### src/rtl/ahb_lsu_master_if.sv
// Core LSU request/response channel plus the AHB-lite bus, seen from the LSU master.
interface ahb_lsu_master_if #(
  parameter int unsigned ADDR_WIDTH = 32,
  parameter int unsigned DATA_WIDTH = 32
);
  // Core-side request/response
  logic                  req_valid;
  logic                  req_ready;
  logic                  req_we;
  logic [ADDR_WIDTH-1:0] req_addr;
  logic [DATA_WIDTH-1:0] req_wdata;
  logic [2:0]            req_rwtyp;
  logic                  rsp_valid;
  logic [DATA_WIDTH-1:0] rsp_rdata;
  logic                  rsp_err;

  // AHB-lite side
  logic                  hsel;
  logic [ADDR_WIDTH-1:0] haddr;
  logic                  hwrite;
  logic [2:0]            hsize;
  logic [DATA_WIDTH-1:0] hwdata;
  logic                  hready;
  logic                  hresp;
  logic [DATA_WIDTH-1:0] hrdata;

  // The LSU master block
  modport master (
    input  req_valid, req_we, req_addr, req_wdata, req_rwtyp,
    input  hready, hresp, hrdata,
    output req_ready, rsp_valid, rsp_rdata, rsp_err,
    output hsel, haddr, hwrite, hsize, hwdata
  );

  // Environment: core driving requests and the AHB responder
  modport slave (
    output req_valid, req_we, req_addr, req_wdata, req_rwtyp,
    output hready, hresp, hrdata,
    input  req_ready, rsp_valid, rsp_rdata, rsp_err,
    input  hsel, haddr, hwrite, hsize, hwdata
  );
endinterface

### src/rtl/ahb_lsu_master.sv
// AHB-lite initiator: one LSU load/store request becomes one AHB transfer,
// with store lane replication, load extraction/extension, alignment checks
// and a data-phase timeout.
module ahb_lsu_master #(
  parameter int unsigned ADDR_WIDTH = 32,
  parameter int unsigned DATA_WIDTH = 32,
  parameter int unsigned TIMEOUT    = 255
) (
  input  logic             clk,
  input  logic             rst,
  ahb_lsu_master_if.master bus
);

  localparam logic [1:0] S_IDLE = 2'd0;
  localparam logic [1:0] S_ADDR = 2'd1;
  localparam logic [1:0] S_DATA = 2'd2;
  localparam logic [1:0] S_RESP = 2'd3;

  localparam int unsigned   CNT_W    = $clog2(TIMEOUT + 1);
  localparam logic [CNT_W-1:0] CNT_LAST = CNT_W'(TIMEOUT - 1);

  logic [1:0]            state_q,     state_d;
  logic                  req_ready_q, req_ready_d;
  logic                  rsp_valid_q, rsp_valid_d;
  logic [DATA_WIDTH-1:0] rsp_rdata_q, rsp_rdata_d;
  logic                  rsp_err_q,   rsp_err_d;
  logic                  hsel_q,      hsel_d;
  logic [ADDR_WIDTH-1:0] haddr_q,     haddr_d;
  logic                  hwrite_q,    hwrite_d;
  logic [2:0]            hsize_q,     hsize_d;
  logic [DATA_WIDTH-1:0] hwdata_q,    hwdata_d;
  logic [CNT_W-1:0]      cnt_q,       cnt_d;
  logic [2:0]            rwtyp_q,     rwtyp_d;
  logic [DATA_WIDTH-1:0] wdata_q,     wdata_d;

  logic                  req_illegal;
  logic [DATA_WIDTH-1:0] store_lanes;
  logic [DATA_WIDTH-1:0] load_data;
  logic [7:0]            ld_byte;
  logic [15:0]           ld_half;

  // Request legality: encoding, unsigned stores, natural alignment
  always_comb begin
    req_illegal = 1'b0;
    unique case (bus.req_rwtyp)
      3'b000, 3'b010, 3'b001: req_illegal = 1'b0;
      3'b100, 3'b101:         req_illegal = bus.req_we;
      default:                req_illegal = 1'b1;
    endcase
    if (bus.req_rwtyp[1:0] == 2'b01 && bus.req_addr[0]) begin
      req_illegal = 1'b1;
    end
    if (bus.req_rwtyp[1:0] == 2'b10 && bus.req_addr[1:0] != 2'b00) begin
      req_illegal = 1'b1;
    end
  end

  // Store data replicated into every lane of its access size
  always_comb begin
    unique case (rwtyp_q[1:0])
      2'b00:   store_lanes = {4{wdata_q[7:0]}};
      2'b01:   store_lanes = {2{wdata_q[15:0]}};
      default: store_lanes = wdata_q;
    endcase
  end

  // Load lane selection by address and sign/zero extension by type
  always_comb begin
    ld_byte = 8'(bus.hrdata >> {haddr_q[1:0], 3'b000});
    ld_half = haddr_q[1] ? bus.hrdata[31:16] : bus.hrdata[15:0];
    unique case (rwtyp_q)
      3'b000:  load_data = {{24{ld_byte[7]}}, ld_byte};
      3'b100:  load_data = {24'h000000, ld_byte};
      3'b001:  load_data = {{16{ld_half[15]}}, ld_half};
      3'b101:  load_data = {16'h0000, ld_half};
      default: load_data = bus.hrdata;
    endcase
  end

  // Next-state and registered-output computation
  always_comb begin
    state_d     = state_q;
    req_ready_d = req_ready_q;
    rsp_valid_d = 1'b0;
    rsp_rdata_d = rsp_rdata_q;
    rsp_err_d   = rsp_err_q;
    hsel_d      = hsel_q;
    haddr_d     = haddr_q;
    hwrite_d    = hwrite_q;
    hsize_d     = hsize_q;
    hwdata_d    = hwdata_q;
    cnt_d       = cnt_q;
    rwtyp_d     = rwtyp_q;
    wdata_d     = wdata_q;

    unique case (state_q)
      S_IDLE: begin
        if (bus.req_valid && req_ready_q) begin
          rwtyp_d = bus.req_rwtyp;
          wdata_d = bus.req_wdata;
          if (req_illegal) begin
            state_d     = S_RESP;
            rsp_valid_d = 1'b1;
            rsp_err_d   = 1'b1;
            rsp_rdata_d = '0;
          end else begin
            state_d  = S_ADDR;
            hsel_d   = 1'b1;
            haddr_d  = bus.req_addr;
            hwrite_d = bus.req_we;
            hsize_d  = {1'b0, bus.req_rwtyp[1:0]};
          end
        end
      end
      S_ADDR: begin
        state_d  = S_DATA;
        hwdata_d = hwrite_q ? store_lanes : '0;
      end
      S_DATA: begin
        if (bus.hready) begin
          state_d     = S_RESP;
          rsp_valid_d = 1'b1;
          rsp_err_d   = bus.hresp;
          rsp_rdata_d = (bus.hresp || hwrite_q) ? '0 : load_data;
          hsel_d      = 1'b0;
          hwrite_d    = 1'b0;
          cnt_d       = '0;
        end else if (cnt_q == CNT_LAST) begin
          state_d     = S_RESP;
          rsp_valid_d = 1'b1;
          rsp_err_d   = 1'b1;
          rsp_rdata_d = '0;
          hsel_d      = 1'b0;
          hwrite_d    = 1'b0;
          cnt_d       = '0;
        end else begin
          cnt_d = cnt_q + CNT_W'(1);
        end
      end
      S_RESP: begin
        state_d = S_IDLE;
      end
      default: begin
        state_d = S_IDLE;
      end
    endcase

    req_ready_d = (state_d == S_IDLE);
  end

  // State and output registers, asynchronous reset
  always_ff @(posedge clk or posedge rst) begin
    if (rst) begin
      state_q     <= S_IDLE;
      req_ready_q <= 1'b1;
      rsp_valid_q <= 1'b0;
      rsp_rdata_q <= '0;
      rsp_err_q   <= 1'b0;
      hsel_q      <= 1'b0;
      haddr_q     <= '0;
      hwrite_q    <= 1'b0;
      hsize_q     <= 3'b000;
      hwdata_q    <= '0;
      cnt_q       <= '0;
      rwtyp_q     <= 3'b000;
      wdata_q     <= '0;
    end else begin
      state_q     <= state_d;
      req_ready_q <= req_ready_d;
      rsp_valid_q <= rsp_valid_d;
      rsp_rdata_q <= rsp_rdata_d;
      rsp_err_q   <= rsp_err_d;
      hsel_q      <= hsel_d;
      haddr_q     <= haddr_d;
      hwrite_q    <= hwrite_d;
      hsize_q     <= hsize_d;
      hwdata_q    <= hwdata_d;
      cnt_q       <= cnt_d;
      rwtyp_q     <= rwtyp_d;
      wdata_q     <= wdata_d;
    end
  end

  assign bus.req_ready = req_ready_q;
  assign bus.rsp_valid = rsp_valid_q;
  assign bus.rsp_rdata = rsp_rdata_q;
  assign bus.rsp_err   = rsp_err_q;
  assign bus.hsel      = hsel_q;
  assign bus.haddr     = haddr_q;
  assign bus.hwrite    = hwrite_q;
  assign bus.hsize     = hsize_q;
  assign bus.hwdata    = hwdata_q;

endmodule

### src/flat_wrapper.sv
// flat-port wrapper written by rule: the top's interface ports become plain ports
module ahb_lsu_master_flat 
#(
  parameter int unsigned ADDR_WIDTH = 32,
  parameter int unsigned DATA_WIDTH = 32,
  parameter int unsigned TIMEOUT    = 255
)
  (clk, rst, bus_req_valid, bus_req_we, bus_req_addr, bus_req_wdata, bus_req_rwtyp, bus_hready, bus_hresp, bus_hrdata, bus_req_ready, bus_rsp_valid, bus_rsp_rdata, bus_rsp_err, bus_hsel, bus_haddr, bus_hwrite, bus_hsize, bus_hwdata);
  ahb_lsu_master_if #(.ADDR_WIDTH(ADDR_WIDTH), .DATA_WIDTH(DATA_WIDTH)) bus_i ();
  input  logic clk;
  input  logic rst;
  input wire logic [$bits(bus_i.req_valid)-1:0] bus_req_valid;
  input wire logic [$bits(bus_i.req_we)-1:0] bus_req_we;
  input wire logic [$bits(bus_i.req_addr)-1:0] bus_req_addr;
  input wire logic [$bits(bus_i.req_wdata)-1:0] bus_req_wdata;
  input wire logic [$bits(bus_i.req_rwtyp)-1:0] bus_req_rwtyp;
  input wire logic [$bits(bus_i.hready)-1:0] bus_hready;
  input wire logic [$bits(bus_i.hresp)-1:0] bus_hresp;
  input wire logic [$bits(bus_i.hrdata)-1:0] bus_hrdata;
  output wire logic [$bits(bus_i.req_ready)-1:0] bus_req_ready;
  output wire logic [$bits(bus_i.rsp_valid)-1:0] bus_rsp_valid;
  output wire logic [$bits(bus_i.rsp_rdata)-1:0] bus_rsp_rdata;
  output wire logic [$bits(bus_i.rsp_err)-1:0] bus_rsp_err;
  output wire logic [$bits(bus_i.hsel)-1:0] bus_hsel;
  output wire logic [$bits(bus_i.haddr)-1:0] bus_haddr;
  output wire logic [$bits(bus_i.hwrite)-1:0] bus_hwrite;
  output wire logic [$bits(bus_i.hsize)-1:0] bus_hsize;
  output wire logic [$bits(bus_i.hwdata)-1:0] bus_hwdata;
  assign bus_i.req_valid = bus_req_valid;
  assign bus_i.req_we = bus_req_we;
  assign bus_i.req_addr = bus_req_addr;
  assign bus_i.req_wdata = bus_req_wdata;
  assign bus_i.req_rwtyp = bus_req_rwtyp;
  assign bus_i.hready = bus_hready;
  assign bus_i.hresp = bus_hresp;
  assign bus_i.hrdata = bus_hrdata;
  assign bus_req_ready = bus_i.req_ready;
  assign bus_rsp_valid = bus_i.rsp_valid;
  assign bus_rsp_rdata = bus_i.rsp_rdata;
  assign bus_rsp_err = bus_i.rsp_err;
  assign bus_hsel = bus_i.hsel;
  assign bus_haddr = bus_i.haddr;
  assign bus_hwrite = bus_i.hwrite;
  assign bus_hsize = bus_i.hsize;
  assign bus_hwdata = bus_i.hwdata;
  ahb_lsu_master #(.ADDR_WIDTH(ADDR_WIDTH), .DATA_WIDTH(DATA_WIDTH), .TIMEOUT(TIMEOUT)) u_core (.clk(clk), .rst(rst), .bus(bus_i));
endmodule
### config.mk
export PLATFORM = sky130hd
export DESIGN_NAME = ahb_lsu_master_flat
export DESIGN_NICKNAME = d
export VERILOG_FILES = /design/src/rtl/ahb_lsu_master_if.sv /design/src/rtl/ahb_lsu_master.sv /design/src/flat_wrapper.sv
export SDC_FILE = /design/constraint.sdc
export NUM_CORES = 1
export LEC_CHECK = 0
export CAP_MARGIN = 10
export CORE_MARGIN = 10
export CORE_UTILIZATION = 47
export DETAILED_ROUTE_END_ITERATION = 10
export HOLD_SLACK_MARGIN = 0.03
export PLACE_DENSITY = 0.91
export SETUP_SLACK_MARGIN = 0.05
export SKIP_LAST_GASP = 1
export SLEW_MARGIN = 10
export SYNTH_ARGS = -nofsm -noshare
export SYNTH_HDL_FRONTEND = slang
export SYNTH_SLANG_ARGS = --single-unit
### constraint.sdc
create_clock -name clk -period 8.2 [get_ports clk]
set_input_delay 2.46 -clock clk [delete_from_list [all_inputs] [get_ports clk]]
set_output_delay 2.46 -clock clk [all_outputs]
set_load 0.05 [all_outputs]
; ---- Yosys cells after proc, flatten, opt, wreduce, memory -nomap -nowiden
; Cells that the tools add are included.
; W data, S select, Z words.
[word_totals]
rom_bits = 0
ram_bits = 0
regBits = 148
latchBits = 0
memories = 0
output_inout_bits = 104
[op_classes]
n_eq_ne = 18
multipliers = 0
addsub = 1
muxes = 38
shift = 1
div_mod_pow = 0
reduce_logical = 17
bitwise_logic = 1
magnitude_cmp = 0
[op_table]
columns = op, count
row1 = $mux W32, 6
row2 = $pmux W32 S2, 2
row3 = $pmux W32 S4, 1
row4 = $shr A32 B5 Y8, 1
row5 = $mux W1, 16
row6 = $mux W16, 1
row7 = $mux W8, 2
row8 = $eq A3 B3 Y1 const B, 4
row9 = $pmux W1 S2, 5
row10 = $add A8 B1 Y8 const B, 1
row11 = $eq A8 B8 Y1 const B, 1
row12 = $mux W2, 4
row13 = $pmux W2 S4, 1
row14 = $reduce_and A4 Y1, 2
row15 = $eq A2 B1 Y1 const B, 3
row16 = $eq A2 B2 Y1 const B, 3
row17 = $eq A3 B1 Y1 const B, 2
row18 = $logic_not A2 Y1, 3
row19 = $logic_not A3 Y1, 2
row20 = $ne A2 B1 Y1 const B, 2
row21 = $reduce_bool A2 Y1, 2
row22 = $eq A3 B2 Y1 const B, 1
row23 = $logic_and A1 B1 Y1, 3
row24 = $ne A3 B2 Y1 const B, 1
row25 = other kinds (7), 7

; ---- Logic depth before layout (Yosys ltp)
[depth]
word_depth = 9
mapped_depth = 9
ltp_nobuf = 6

; ---- Least setup slack after synthesis
; Ideal clock, no wire load.
[synth_timing]
kind = input port to flip-flop
start = input port bus_req_rwtyp[0]
end = register u_core.rsp_rdata_q[0] (netlist: u_core.bus.rsp_rdata[0])
n_path_buf = 1
path_slack_ps = 4244
arrival_time_ps = 3832
path_stages = 5
setup_ps = 125
cell_sequence = or4_4 > a41oi_2 > or3_1 > buf_6 > mux2_2
[synth_via]
elab_chain_cells = 7
[synth_rtl]
columns = item, line
row1 = start: declaration, flat_wrapper.sv:16  ; input wire logic [$bits(bus_i.req_rwtyp)-1:0] bus_req_rwtyp;
row2 = "$eq A3 B2 Y1, or another cell as far along", ahb_lsu_master.sv:45  ; unique case (bus.req_rwtyp)
row3 = $reduce_or A3 Y1 or $reduce_or A2 Y1 (tied branches), ahb_lsu_master.sv:45
row4 = $pmux W1 S2, ahb_lsu_master.sv:45
row5 = $mux W1, ahb_lsu_master.sv:50  ; if (bus.req_rwtyp[1:0] == 2'b01 && bus.req_addr[0]) begin
row6 = $mux W1 (*), ahb_lsu_master.sv:53  ; if (bus.req_rwtyp[1:0] == 2'b10 && bus.req_addr[1:0] != 2'b00) begin
row7 = $ne A2 B1 Y1 (no line) (*), -
row8 = $reduce_and A4 Y1 (no line) (*), -
row9 = end signal: assignment, ahb_lsu_master.sv:171  ; rsp_rdata_q <= rsp_rdata_d;
row10 = end: declaration, ahb_lsu_master.sv:25  ; logic [DATA_WIDTH-1:0] rsp_rdata_q, rsp_rdata_d;
; Every way passes the cells marked *; elsewhere a longest branch is shown, timed or not.
; A chain may end at the register's enable or synchronous reset.

; ---- Worst setup path in the final report
; Ends and elaborated chain as after synthesis.

==> flow_summary.json <==
{
  "status": "completed",
  "min_from": "u_core.bus.haddr[9]$_DFFE_PP0P_",
  "cp-start-kind": "primary input",
  "detailedPlacementHpwl_um": 14100,
  "coreArea_mm2": 0.0145,
  "clk_pin_slew_ns": 0.06,
  "tritoncts": "yes",
  "placed_area_mm2": 0.00904,
  "syn_inst": 583,
  "avgSynthCellArea_um2": 11.8,
  "drc": 0,
  "final_nets": 883,
  "syn_area_mm2": 0.00690,
  "clock_skew_ns": 0.0105,
  "die_w_um": 141,
  "hold_path_depth": 1,
  "fin_crit_ns": 4.96,
  "crit_type": "in -> reg",
  "clock.fmax_mhz": 202,
  "ys_types": 52,
  "critPathMaxFanout": 33,
  "dr_total_vias": 5425,
  "p_leak_nw": 4.19,
  "endpoint_kind": "flip-flop",
  "yosysWarnings": 0,
  "worst_pin_slew_ns": 1.22,
  "final_cell_mix": "clkdlybuf4s50_1, dfrtp_1, mux2_2, inv_1, a22o_1",
  "grt_max_degree": 81,
  "grt_pass1_vias": 5726,
  "seq_area_frac_synth_pct": 53.7,
  "via_per_inst": 5.59,
  "layout_commonest_cell": "clkdlybuf4s50_1",
  "fp.dieH_um": 141,
  "gp_congestion": 0.878,
  "antenna_found_initial": 0,
  "wl_um": 19500,
  "relSlewSlack_pct": 18.4,
  "setup_viol": 0,
  "synth_seq_cells": 148,
  "critPathLaunch": "bus_req_rwtyp[0]",
  "grt.total_usage_pct": 19.6,
  "rows": 44,
  "fin_ws_ns": 3.24,
  "hp-class": "reg -> reg",
  "rsz0062_at_grt": "false",
  "r2r-start": "u_core.state_q[0]$_DFF_PP0_",
  "maxCapViolCount": 0,
  "port_buffers": 207,
  "overflow": 0,
  "insertedDiodeCount": 0,
  "clkLatencyLatePin_ns": 0.42,
  "slew_violations": 0,
  "total_power_mw": 4.45,
  "max-vdd-ir-drop_v": 0.000294,
  "nFillCells": 1115,
  "drive_gt1_share_pct": 16.4,
  "synth_ff_type": "dfrtp_1",
  "whs_ns": 0.503,
  "setup_tns_ns": 0,
  "syn2layout_area_growth_pct": 40.1,
  "design_area_mm2": 0.00966,
  "io_pins": 209,
  "r2r_cells": 6,
  "p_per_area_mw_per_mm2": 460,
  "fin_crit_sh_pct": 60.5,
  "dp_slack_ns": 2.85,
  "cts_root_buf": "clkbuf_16",
  "antenna_left": 0,
  "fp.dieArea_mm2": 0.0199,
  "initial_core_util_pct": 47.6,
  "cts_buffer_depth": 2,
  "first_pass_iters": 4,
  "synth_edf_count": 0,
  "clock-sinks": 148,
  "crit_required_ns": 8.50,
  "async_reset_ff_share_pct": 100,
  "critPathArrivalTime_ns": 5.26,
  "cts_resized": 0,
  "synth_fp_nets": 693,
  "hold_viol_final": 0,
  "grt_pass1_wl_um": 31400,
  "cts_max_level": 4,
  "postCtsHoldBufs": 0,
  "cts_setup_buffers": 0,
  "dr.first_iter.drc_count": 455,
  "cts_buffers": 17,
  "drt-wirelength-per-cell_um": 20.1
}
-- where the power goes --
group          switching (mW)  total, mW  internal, mW  leakage [nW]
Sequential              0.302       1.36          1.06          1.93
Combinational            1.40       2.27         0.878          1.97
Clock                   0.306      0.809         0.504         0.288
Total                    2.01       4.45          2.44          4.19
-- per-stage QoR --
step                      cells  utilization, %
final                       970            66.7
after global routing        970            66.7
after CTS                   970            66.7
after detailed placement    938            62.5
after global placement      938            62.5
after floorplan             583               -
-- synth_stat cells (2+ instances only) --
cell type,number,area (um2)
a21oi_1,9,45.0
a22o_1,30,263
mux2_2,81,912
buf_6,4,45.0
or3_1,2,12.5
mux4_2,3,67.6
a21o_1,17,128
mux2i_1,20,200
nand2b_1,5,31.3
nor3_1,4,20.0
nor3b_1,2,15.0
a22oi_1,7,52.6
nand4_1,3,18.8
nor2_1,10,37.5
dfrtp_1,147,3680
nand2_1,18,67.6
nor2b_1,25,156
clkbuf_1,23,86.3
inv_1,49,184
o21ai_0,24,120
o22ai_1,29,181
ha_1,5,62.6
a31oi_1,2,12.5
o21bai_1,2,15.0
and2_1,2,12.5
nand3_1,12,60.1
buf_2,11,55.1
o22a_1,4,35.0
o2bb2ai_1,2,17.5
o221ai_1,9,78.8
-- cell families after synthesis --
logic type                 after synthesis  share of synthesized area, %
other                                    1                        0.0544
buffers and inverters                   89                          5.53
DFF                                    148                          53.7
AOI/OAI and AO/OA                      148                          15.8
adders and majority gates                5                         0.907
and+or+nand+nor                         88                          6.87
muxes                                  104                          17.1
-- flip-flops by register name (all words and copies together), names as in the netlist --
register	flops
u_core.bus.haddr	32
u_core.bus.hwdata	32
u_core.bus.rsp_rdata	32
u_core.wdata_q	32
u_core.cnt_q	8
u_core.rwtyp_q	3
u_core.bus.hsize	2
u_core.state_q	2
u_core.bus.hsel	1
u_core.bus.hwrite	1
u_core.bus.req_ready	1
u_core.bus.rsp_err	1
u_core.bus.rsp_valid	1
-- area by class of cell --
type / instances / area, um2 / area share (%)
Clock buffer: 21 / 470 / 4.87
Timing Repair Buffer: 211 / 2100 / 21.8
Tap cell: 184 / 230 / 2.38
Inverter: 49 / 189 / 1.95
Multi-Input combinational cell: 346 / 2820 / 29.1
Clock inverter: 11 / 150 / 1.55
Sequential cell: 148 / 3710 / 38.3
-- path summary, 6_finish.rpt --
| kind | endpoint | slack, ns |
|---|---|---|
| hold / removal | u_core.bus.haddr[9]$_DFFE_PP0P_ | 0.50 |
| max in group asynchronous | u_core.bus.rsp_rdata[3]$_DFFE_PP0P_ | 4.30 |
| setup reg to reg | u_core.bus.rsp_rdata[0]$_DFFE_PP0P_ | 5.25 |
| setup / recovery | u_core.bus.rsp_rdata[0]$_DFFE_PP0P_ | 3.24 |
| hold reg to reg | u_core.bus.haddr[9]$_DFFE_PP0P_ | 0.50 |
| min in group asynchronous | u_core.wdata_q[18]$_DFFE_PP0P_ | 2.53 |
-- metal layers --
metal | share of wire (%) | GRT usage, %
met1 | 40 | 23.6
met2 | 49 | 31.5
met3 | 8.8 | 6.82
met4 | 2.1 | 7.72
met5 | 0 | 0
-- worst max-delay path, cell delays in order --
cell and delay (ns):
clkdlybuf4s50_1 0.46, or4_4 0.59, a41oi_2 0.34, or3_1 0.98, mux2_2 0.42
No activity file was read; power rests on OpenSTA's default activity.
